**src/rtl/uart_tx_fifo_if.sv**
```systemverilog
// Write-side handshake and status/serial signals of the buffered UART transmitter.
// master = byte producer, slave = uart_tx_fifo.
interface uart_tx_fifo_if #(
    parameter int FIFO_DEPTH = 16
);
    localparam int CW = $clog2(FIFO_DEPTH) + 1;

    logic [7:0]    wdata;
    logic          wvalid;
    logic          wready;
    logic [CW-1:0] count;
    logic          busy;
    logic          txd;

    modport master (
        output wdata,
        output wvalid,
        input  wready,
        input  count,
        input  busy,
        input  txd
    );

    modport slave (
        input  wdata,
        input  wvalid,
        output wready,
        output count,
        output busy,
        output txd
    );
endinterface

```
**src/rtl/uart_tx_fifo.sv**
```systemverilog
// Buffered UART transmitter: byte FIFO feeding an 8N1 serialiser on txd.
// Define UART_TX_PARITY_EN for 8E1 frames (even parity bit between data and stop).
module uart_tx_fifo #(
    parameter int CLK_PER_HALF_BIT = 434,
    parameter int FIFO_DEPTH       = 16
) (
    input  logic          clk,
    input  logic          rst,
    uart_tx_fifo_if.slave bus
);
    localparam int AW       = $clog2(FIFO_DEPTH);
    localparam int CW       = AW + 1;
    localparam int BIT_CLKS = 2 * CLK_PER_HALF_BIT;
    localparam int TW       = $clog2(BIT_CLKS);
    localparam logic [TW-1:0] BIT_LAST = TW'(BIT_CLKS - 1);

`ifdef UART_TX_PARITY_EN
    typedef enum logic [2:0] {
        S_IDLE,
        S_START,
        S_DATA,
        S_PARITY,
        S_STOP
    } state_t;
`else
    typedef enum logic [1:0] {
        S_IDLE,
        S_START,
        S_DATA,
        S_STOP
    } state_t;
`endif

    // Storage
    logic [7:0]    r_mem [FIFO_DEPTH];
    logic [AW-1:0] r_wr_ptr;
    logic [AW-1:0] r_rd_ptr;
    logic [CW-1:0] r_count;

    // Serialiser
    state_t        r_state;
    logic [TW-1:0] r_timer;
    logic [2:0]    r_bit_idx;
    logic [7:0]    r_shift;
    logic          r_txd;
    logic          r_line_active;
`ifdef UART_TX_PARITY_EN
    logic          r_parity;
`endif

    logic       w_ready;
    logic       w_push;
    logic       w_pop;
    logic       w_bit_end;
    logic [7:0] w_head;

    assign w_ready   = (r_count != CW'(FIFO_DEPTH));
    assign w_push    = bus.wvalid && w_ready;
    assign w_bit_end = (r_timer == BIT_LAST);
    assign w_head    = r_mem[r_rd_ptr];

    // A pop loads the shifter: from IDLE at once, or at the end of a stop bit for gapless frames.
    assign w_pop = (r_count != '0) &&
                   ((r_state == S_IDLE) || ((r_state == S_STOP) && w_bit_end));

    assign bus.wready = w_ready;
    assign bus.count  = r_count;
    assign bus.txd    = r_txd;
    // r_line_active covers the final registered stop-bit cycle after the FSM is back in IDLE.
    assign bus.busy   = (r_count != '0) || (r_state != S_IDLE) || r_line_active;

    always_ff @(posedge clk) begin
        if (w_push) begin
            r_mem[r_wr_ptr] <= bus.wdata;
        end
    end

    always_ff @(posedge clk or posedge rst) begin
        if (rst) begin
            r_wr_ptr <= '0;
            r_rd_ptr <= '0;
            r_count  <= '0;
        end else begin
            if (w_push) begin
                r_wr_ptr <= r_wr_ptr + AW'(1);
            end
            if (w_pop) begin
                r_rd_ptr <= r_rd_ptr + AW'(1);
            end
            case ({w_push, w_pop})
                2'b10:   r_count <= r_count + CW'(1);
                2'b01:   r_count <= r_count - CW'(1);
                default: r_count <= r_count;
            endcase
        end
    end

    // txd is registered from the current state, so the line lags the FSM by one clock.
    always_ff @(posedge clk or posedge rst) begin
        if (rst) begin
            r_state       <= S_IDLE;
            r_timer       <= '0;
            r_bit_idx     <= '0;
            r_shift       <= '0;
            r_txd         <= 1'b1;
            r_line_active <= 1'b0;
`ifdef UART_TX_PARITY_EN
            r_parity      <= 1'b0;
`endif
        end else begin
            r_line_active <= (r_state != S_IDLE);
            r_timer       <= r_timer + TW'(1);
            case (r_state)
                S_IDLE: begin
                    r_txd   <= 1'b1;
                    r_timer <= '0;
                    if (w_pop) begin
                        r_shift <= w_head;
`ifdef UART_TX_PARITY_EN
                        r_parity <= ^w_head;
`endif
                        r_state <= S_START;
                    end
                end
                S_START: begin
                    r_txd <= 1'b0;
                    if (w_bit_end) begin
                        r_timer   <= '0;
                        r_bit_idx <= '0;
                        r_state   <= S_DATA;
                    end
                end
                S_DATA: begin
                    r_txd <= r_shift[0];
                    if (w_bit_end) begin
                        r_timer <= '0;
                        r_shift <= {1'b0, r_shift[7:1]};
                        if (r_bit_idx == 3'd7) begin
`ifdef UART_TX_PARITY_EN
                            r_state <= S_PARITY;
`else
                            r_state <= S_STOP;
`endif
                        end else begin
                            r_bit_idx <= r_bit_idx + 3'd1;
                        end
                    end
                end
`ifdef UART_TX_PARITY_EN
                S_PARITY: begin
                    r_txd <= r_parity;
                    if (w_bit_end) begin
                        r_timer <= '0;
                        r_state <= S_STOP;
                    end
                end
`endif
                S_STOP: begin
                    r_txd <= 1'b1;
                    if (w_bit_end) begin
                        r_timer <= '0;
                        if (w_pop) begin
                            r_shift <= w_head;
`ifdef UART_TX_PARITY_EN
                            r_parity <= ^w_head;
`endif
                            r_state <= S_START;
                        end else begin
                            r_state <= S_IDLE;
                        end
                    end
                end
                default: begin
                    r_txd   <= 1'b1;
                    r_timer <= '0;
                    r_state <= S_IDLE;
                end
            endcase
        end
    end
endmodule
```
**src/flat_wrapper.sv**
```systemverilog
// flat-port wrapper written by rule: the top's interface ports become plain ports
module uart_tx_fifo_flat 
#(
    parameter int CLK_PER_HALF_BIT = 434,
    parameter int FIFO_DEPTH       = 16
)
  (clk, rst, bus_wdata, bus_wvalid, bus_wready, bus_count, bus_busy, bus_txd);
  uart_tx_fifo_if #(.FIFO_DEPTH(FIFO_DEPTH)) bus_i ();
  input  logic clk;
  input  logic rst;
  input wire logic [$bits(bus_i.wdata)-1:0] bus_wdata;
  input wire logic [$bits(bus_i.wvalid)-1:0] bus_wvalid;
  output wire logic [$bits(bus_i.wready)-1:0] bus_wready;
  output wire logic [$bits(bus_i.count)-1:0] bus_count;
  output wire logic [$bits(bus_i.busy)-1:0] bus_busy;
  output wire logic [$bits(bus_i.txd)-1:0] bus_txd;
  assign bus_i.wdata = bus_wdata;
  assign bus_i.wvalid = bus_wvalid;
  assign bus_wready = bus_i.wready;
  assign bus_count = bus_i.count;
  assign bus_busy = bus_i.busy;
  assign bus_txd = bus_i.txd;
  uart_tx_fifo #(.CLK_PER_HALF_BIT(CLK_PER_HALF_BIT), .FIFO_DEPTH(FIFO_DEPTH)) u_core (.clk(clk), .rst(rst), .bus(bus_i));
endmodule
```
**config.mk**
```make
export PLATFORM = sky130hd
export DESIGN_NAME = uart_tx_fifo_flat
export DESIGN_NICKNAME = d
export VERILOG_FILES = /design/src/rtl/uart_tx_fifo_if.sv /design/src/rtl/uart_tx_fifo.sv /design/src/flat_wrapper.sv
export SDC_FILE = /design/constraint.sdc
export NUM_CORES = 1
export LEC_CHECK = 0
export CAP_MARGIN = 20
export CORE_MARGIN = 10
export CORE_UTILIZATION = 55
export CTS_CLUSTER_SIZE = 20
export DETAILED_ROUTE_END_ITERATION = 8
export PLACE_DENSITY_LB_ADDON = 0.12
export SLEW_MARGIN = 30
export SYNTH_ARGS = -nofsm -noshare
export SYNTH_HDL_FRONTEND = slang
export SYNTH_SLANG_ARGS = --single-unit
```
**constraint.sdc**
```tcl
create_clock -name clk -period 3 [get_ports clk]
set_input_delay 0.75 -clock clk [delete_from_list [all_inputs] [get_ports clk]]
set_output_delay 0.75 -clock clk [all_outputs]
set_load 0.005 [all_outputs]
```
Word level (Yosys, flattened, before mapping)

Memory sizes are Yosys's and may differ from the RTL's.
Cells that the tools add are included.

RAM bits: 128
Bits of input ports: 11
Memories kept: 1
Logic and storage cells: 68
Output and inout bits: 8
Flip-flop bits (word level): 38

Muxes and demuxes: 21
Add/sub/neg operators: 6
Eq/ne operators: 14
Reduce and logical (&&, ||, !) cells: 17

Memory list:

| memory       | depth | width | read ports | clocked after memory_dff | wr ports | RTL line           | text |
|---|---|---|---|---|---|---|---|
| u_core.r_mem | 16    | 8     | 1          | 0                        | 1        | uart_tx_fifo.sv:35 | `logic [7:0] r_mem [FIFO_DEPTH];` |

Operator list:

| operator              | number |
|---|---|
| $mux 8                | 3 |
| $pmux 8 s3            | 1 |
| $pmux 10 s2           | 1 |
| $add 10x1->10 const B | 1 |
| $eq 10x10->1 const B  | 1 |
| $mux 10               | 1 |
| $mux 2                | 5 |
| $ne 2x1->1 const B    | 5 |
| $pmux 5 s2            | 1 |
| $mux 3                | 3 |
| $add 4x1->4 const B   | 2 |
| $pmux 2 s4            | 1 |
| $eq 2x2->1 const B    | 3 |
| $pmux 3 s2            | 1 |
| $reduce_bool 2->1     | 3 |
| $add 5x1->5 const B   | 1 |
| $ne 5x5->1 const B    | 1 |
| $reduce_and 5->1      | 1 |
| $reduce_bool 5->1     | 1 |
| $sub 5x1->5 const B   | 1 |
| $eq 2x1->1 const B    | 2 |
| $reduce_and 4->1      | 1 |
| $add 3x1->3 const B   | 1 |
| $eq 3x3->1 const B    | 1 |
| 10 further kinds      | 16 |

Logic depth before layout (Yosys ltp)

Depth after elaboration: 7
Mapped depth: 14
Mapped depth without buffers: 12

Worst setup path before layout

Ideal clock, no wire load.

Kind: input to register
Start point: input port bus_wvalid
End point: register u_core.r_count[4], in the netlist u_core.bus.count[4]
Data required time: 2.875 ns
Path slack: 0.055 ns
Buffers on the path: 2
Setup time: 0.125 ns
Cell stages on the path: 12
Arrival time: 2.820 ns
Cell sequence: a21boi_1 clkbuf_1 inv_1 ha_1 clkbuf_1 xor2_1 ha_1 o21ai_0 nand2b_1 a211oi_1 mux2i_1 xnor2_1

Cells in the longest elaborated chain, start to end: 3
Elaborated cells on any way between the ends: 5
Those cells by class: eq/ne (2); mux (1); reduce/logical (2)

Ends and longest elaborated chain:

| element                                                | RTL line           | text |
|---|---|---|
| start: declaration                                     | flat_wrapper.sv:12 | `input wire logic [$bits(bus_i.wvalid)-1:0] bus_wvalid;` |
| $logic_and 1x1->1 (*)                                  | uart_tx_fifo.sv:58 | `assign w_push = bus.wvalid && w_ready;` |
| $eq 2x1->1 / $eq 2x2->1 (equally long branches)        | uart_tx_fifo.sv:90 | `case ({w_push, w_pop})` |
| $pmux 5 s2 / $reduce_bool 2->1 (equally long branches) | -                  |  |
| end signal: assignment                                 | uart_tx_fifo.sv:91 | `2'b10: r_count <= r_count + CW'(1);` |
| end signal: assignment                                 | uart_tx_fifo.sv:92 | `2'b01: r_count <= r_count - CW'(1);` |
| end signal: assignment                                 | uart_tx_fifo.sv:93 | `default: r_count <= r_count;` |
| end: declaration                                       | uart_tx_fifo.sv:38 | `logic [CW-1:0] r_count;` |

Every way passes the cells marked *; elsewhere a longest branch is shown, timed or not.
A chain may end at the register's enable or synchronous reset.

Worst setup path after layout

Start point: register u_core.r_state[0]
End point: output port bus_busy

Cells in the longest elaborated chain, start to end: 3

Ends and longest elaborated chain:

| element                        | RTL line            | text |
|---|---|---|
| start: declaration             | uart_tx_fifo.sv:41  | `state_t r_state;` |
| start signal: assignment       | uart_tx_fifo.sv:101 | `r_state <= S_IDLE;` |
| start signal: assignment       | uart_tx_fifo.sv:122 | `r_state <= S_START;` |
| start signal: assignment       | uart_tx_fifo.sv:130 | `r_state <= S_DATA;` |
| $reduce_bool 2->1              | uart_tx_fifo.sv:70  | `assign bus.busy = (r_count != '0) \|\| (r_state != S_IDLE) \|\| r_line_active;` |
| $logic_or 1x1->1 (2 in series) | uart_tx_fifo.sv:70  |  |
| end: declaration               | flat_wrapper.sv:15  | `output wire logic [$bits(bus_i.busy)-1:0] bus_busy;` |

No other way between the ends.

==> insert_results.sql <==
INSERT INTO impl_metrics (metric_group, metric, value, unit) VALUES
('route', 'post_drt_via_cell_ratio', '5.85', ''),
('worst_setup_path', 'cell_family_with_most_cp_delay', 'buffers and inverters', ''),
('yosys', 'synth_compound_area_frac', '0.0556', ''),
('yosys', 'async_reset_ff_frac', '0.229', ''),
('floorplan', 'die_h', '135', 'microns'),
('run', 'cap_viol_max_count', '0', ''),
('floorplan', 'die_width', '135', 'microns'),
('worst_setup_path', 'regToRegSetupSlack', '0.22', 'ns'),
('sta', 'max_freq', '343', 'MHz'),
('clock_network', 'cts.reportedPaths.clkPinSlew', '0.06', 'ns'),
('yosys', 'post_synth_inst_count', '454', ''),
('route', 'remaining_drc_errors', '0', ''),
('worst_setup_path', 'timing.critical_path.arrival', '2.17', 'ns'),
('yosys', 'synth_nets', '481', ''),
('yosys', 'postSynthRegisterBits', '166', ''),
('floorplan', 'rows', '41', ''),
('layout', 'layout_commonest_cell', 'edfxtp_1', ''),
('worst_setup_path', 'worstReg2RegStart', 'u_core.r_timer[0]', ''),
('place', 'place_worst_setup_slack', '-0.0222', 'ns'),
('floorplan', 'floorplan.initialDensity', '0.568', ''),
('worst_setup_path', 'timing.critical_path.to_type', 'output port', ''),
('route', 'wirelength', '13.6', 'mm'),
('global_routing', 'grt_pass1_wl', '22.0', 'mm'),
('sta', 'setup_ws', '0.0814', 'ns'),
('layout', 'stdcell_count', '672', ''),
('sta', 'slew_violations', '0', ''),
('power', 'peakVddDrop', '0.598', 'mV'),
('layout', 'num-nets-final', '514', ''),
('power', 'p_total', '8.18', 'mW'),
('sta', 'tightest_slew', '0.695', 'ns'),
('place', 'area_post_placement', '0.00763', 'sq mm'),
('floorplan', 'io_pins', '19', ''),
('route', 'remaining_number_of_nets_flagged_by_the_antenna_check_after_routing', '0', ''),
('yosys', 'ys_dominant_reg_cell', 'edfxtp_1', ''),
('layout', 'syn_to_final_growth', '15.1', '%'),
('clock_network', 'numClockSinks', '166', ''),
('worst_hold_path', 'timing.hold.worst.class', 'reg2reg', ''),
('status', 'outcome', 'completed', ''),
('layout', 'layout-drive-gt1-share', '0.192', ''),
('route', 'route.vias.total', '3928', ''),
('worst_hold_path', 'hold_path_end', 'u_core.r_rd_ptr[3]', ''),
('place', 'finalWeightedCongestion', '0.850', ''),
('global_routing', 'gr-usage-all-layers', '0.159', ''),
('yosys', 'synth_edf_count', '128', ''),
('worst_setup_path', 'critical_path.n_buffers_inverters', '3', ''),
('worst_hold_path', 'hold_depth', '1', ''),
('sta', 'finalHoldViolCount', '0', ''),
('worst_setup_path', 'reg2regPathDepth', '10', ''),
('clock_network', 'clk_buf_depth', '2', ''),
('floorplan', 'design.core.area', '0.0127', 'sq mm'),
('layout', 'most-common-layout-cells', 'edfxtp_1, dfrtp_1, mux2i_1', ''),
('place', 'detailedPlacementHpwl', '8.65', 'mm'),
('worst_setup_path', 'critical_path_class', 'reg2out', ''),
('yosys', 'synth_xor_area_frac', '0.0230', ''),
('worst_setup_path', 'worstSetupStartpointType', 'flip-flop', ''),
('worst_setup_path', 'crit_required', '2.25', 'ns'),
('global_routing', 'grt_pass1_vias', '4009', ''),
('yosys', 'synth.yosys.seq_area_share', '0.664', ''),
('clock_network', 'insertion_delay', '0.42', 'ns'),
('worst_setup_path', 'cp_slowest_stage_delay', '0.46', 'ns'),
('worst_hold_path', 'origin_of_the_worst_min_delay_path', 'u_core.r_rd_ptr[3]', ''),
('worst_setup_path', 'path_max_fanout', '8', ''),
('clock_network', 'clock-root-buffer', 'clkbuf_16', ''),
('global_routing', 'initial_antenna_violation_count', '0', ''),
('sta', 'max-slew-margin-rel', '0.535', ''),
('yosys', 'post_synth_num_cell_types', '52', ''),
('clock_network', 'tritoncts', 'done', ''),
('yosys', 'syn-cell-area', '0.00722', 'sq mm'),
('power', 'power_density', '984', 'mW/mm^2'),
('worst_setup_path', 'cp_cell_sequence', 'inv_1, ha_1, buf_4, nand2_1, or2_2, clkdlybuf4s50_1', ''),
('route', 'firstDrtPassIters', '4', '');
-- flip-flops by register name, indices dropped and copies added, names as in the netlist --
register,cells
u_core.r_mem,128
u_core.r_timer,10
u_core.r_shift,8
u_core.bus.count,5
u_core.r_rd_ptr,4
u_core.r_wr_ptr,4
u_core.r_bit_idx,3
u_core.r_state,2
u_core.bus.txd,1
u_core.r_line_active,1
-- cell type report --
class / count / area (sq um)
flip-flops and latches: 166 / 4800
fillers: 920 / 4410
multi-input cells: 254 / 2280
clock buffers: 18 / 429
repair buffers: 40 / 358
well taps: 172 / 215
clock inverters: 14 / 198
inverters: 8 / 30.0
-- metrics by stage --
stage | hold slack (ns) | util
after floorplan | 0.448 | -
after global placement | 0.466 | 0.600
after detailed placement | 0.471 | 0.600
after CTS | 0.481 | 0.652
after global routing | 0.501 | 0.653
final | 0.481 | 0.653
-- Yosys cell counts (3+ instances only) --
cell      instances  area [sq um]
nor3b_1           5          37.5
mux4_2           11           248
mux2_4            3          45.0
xnor2_1          11          96.3
o21ai_1           7          35.0
a21oi_1           4          20.0
nor2_1           20          75.1
a22o_1            4          35.0
edfxtp_1        128          3840
nand2_1          22          82.6
inv_1             8          30.0
clkbuf_1         13          48.8
mux2_2           17           191
nor2b_1           7          43.8
dfrtp_1          37           926
mux4_1            7           184
nand4_1           4          25.0
and3_1           10          62.6
and4_1            5          43.8
buf_2             9          45.0
o21ai_0           5          25.0
mux2i_1          31           310
nand2b_1          3          18.8
xor2_1            8          70.1
nor3_1            4          20.0
a22oi_1          21           158
ha_1             16           200
nand3_1           3          15.0
or2_2             3          18.8
-- worst max-delay path by stage --
stage | startpoint | to | depth (start not counted)
after global placement | bus_wvalid | u_core.bus.count[4] | 11
after detailed placement | bus_wvalid | u_core.bus.count[3] | 9
final | u_core.r_state[0] | bus_busy | 6
after global routing | u_core.r_state[0] | bus_busy | 6
after CTS | u_core.bus.count[3] | bus_busy | 5
after floorplan | bus_wvalid | u_core.bus.count[4] | 12
-- what timing repair did --
item | CTS | global route
hold buffers | 0 | 0
buffers inserted | 2 | 1
endpoints found under the setup margin | 1 | 3
pin swaps | 1 | 2
resized for setup | 3 | 5
-- report_power, final --
group	switching, mW	total (mW)	internal (mW)
clock	0.903	2.31	1.41
combinational	1.35	2.68	1.33
sequential	0.313	3.18	2.87
total	2.57	8.18	5.61
-- cell families after synthesis --
group                    count (synthesis)
buffers and inverters                   34
adder cells (fa/ha/maj)                 16
AND/OR/NAND/NOR                         94
XOR/XNOR                                19
AO/OA/AOI/OAI                           56
flip-flops                             166
multiplexers                            69
-- layer usage --
layer | wire (microns) | GRT usage | up-vias
met2 | 6780 | 0.260 | 93
met4 | 189 | 0.0502 | 0
met1 | 5940 | 0.201 | 1997
met3 | 679 | 0.0423 | 17
met5 | 0 | 0 | -
li1 | - | - | 1821
-- worst register-to-register path, stage by stage (launching register included) --
cell and delay (ns):
dfrtp_1 0.38, ha_1 0.22, and4b_1 0.28, a41oi_2 0.18, nor2_1 0.21, ha_2 0.29
or3b_1 0.37, a21boi_1 0.22, nor2_1 0.08, a221o_1 0.36, a21oi_1 0.14
Note: power is estimated with default switching activity, not from simulation.
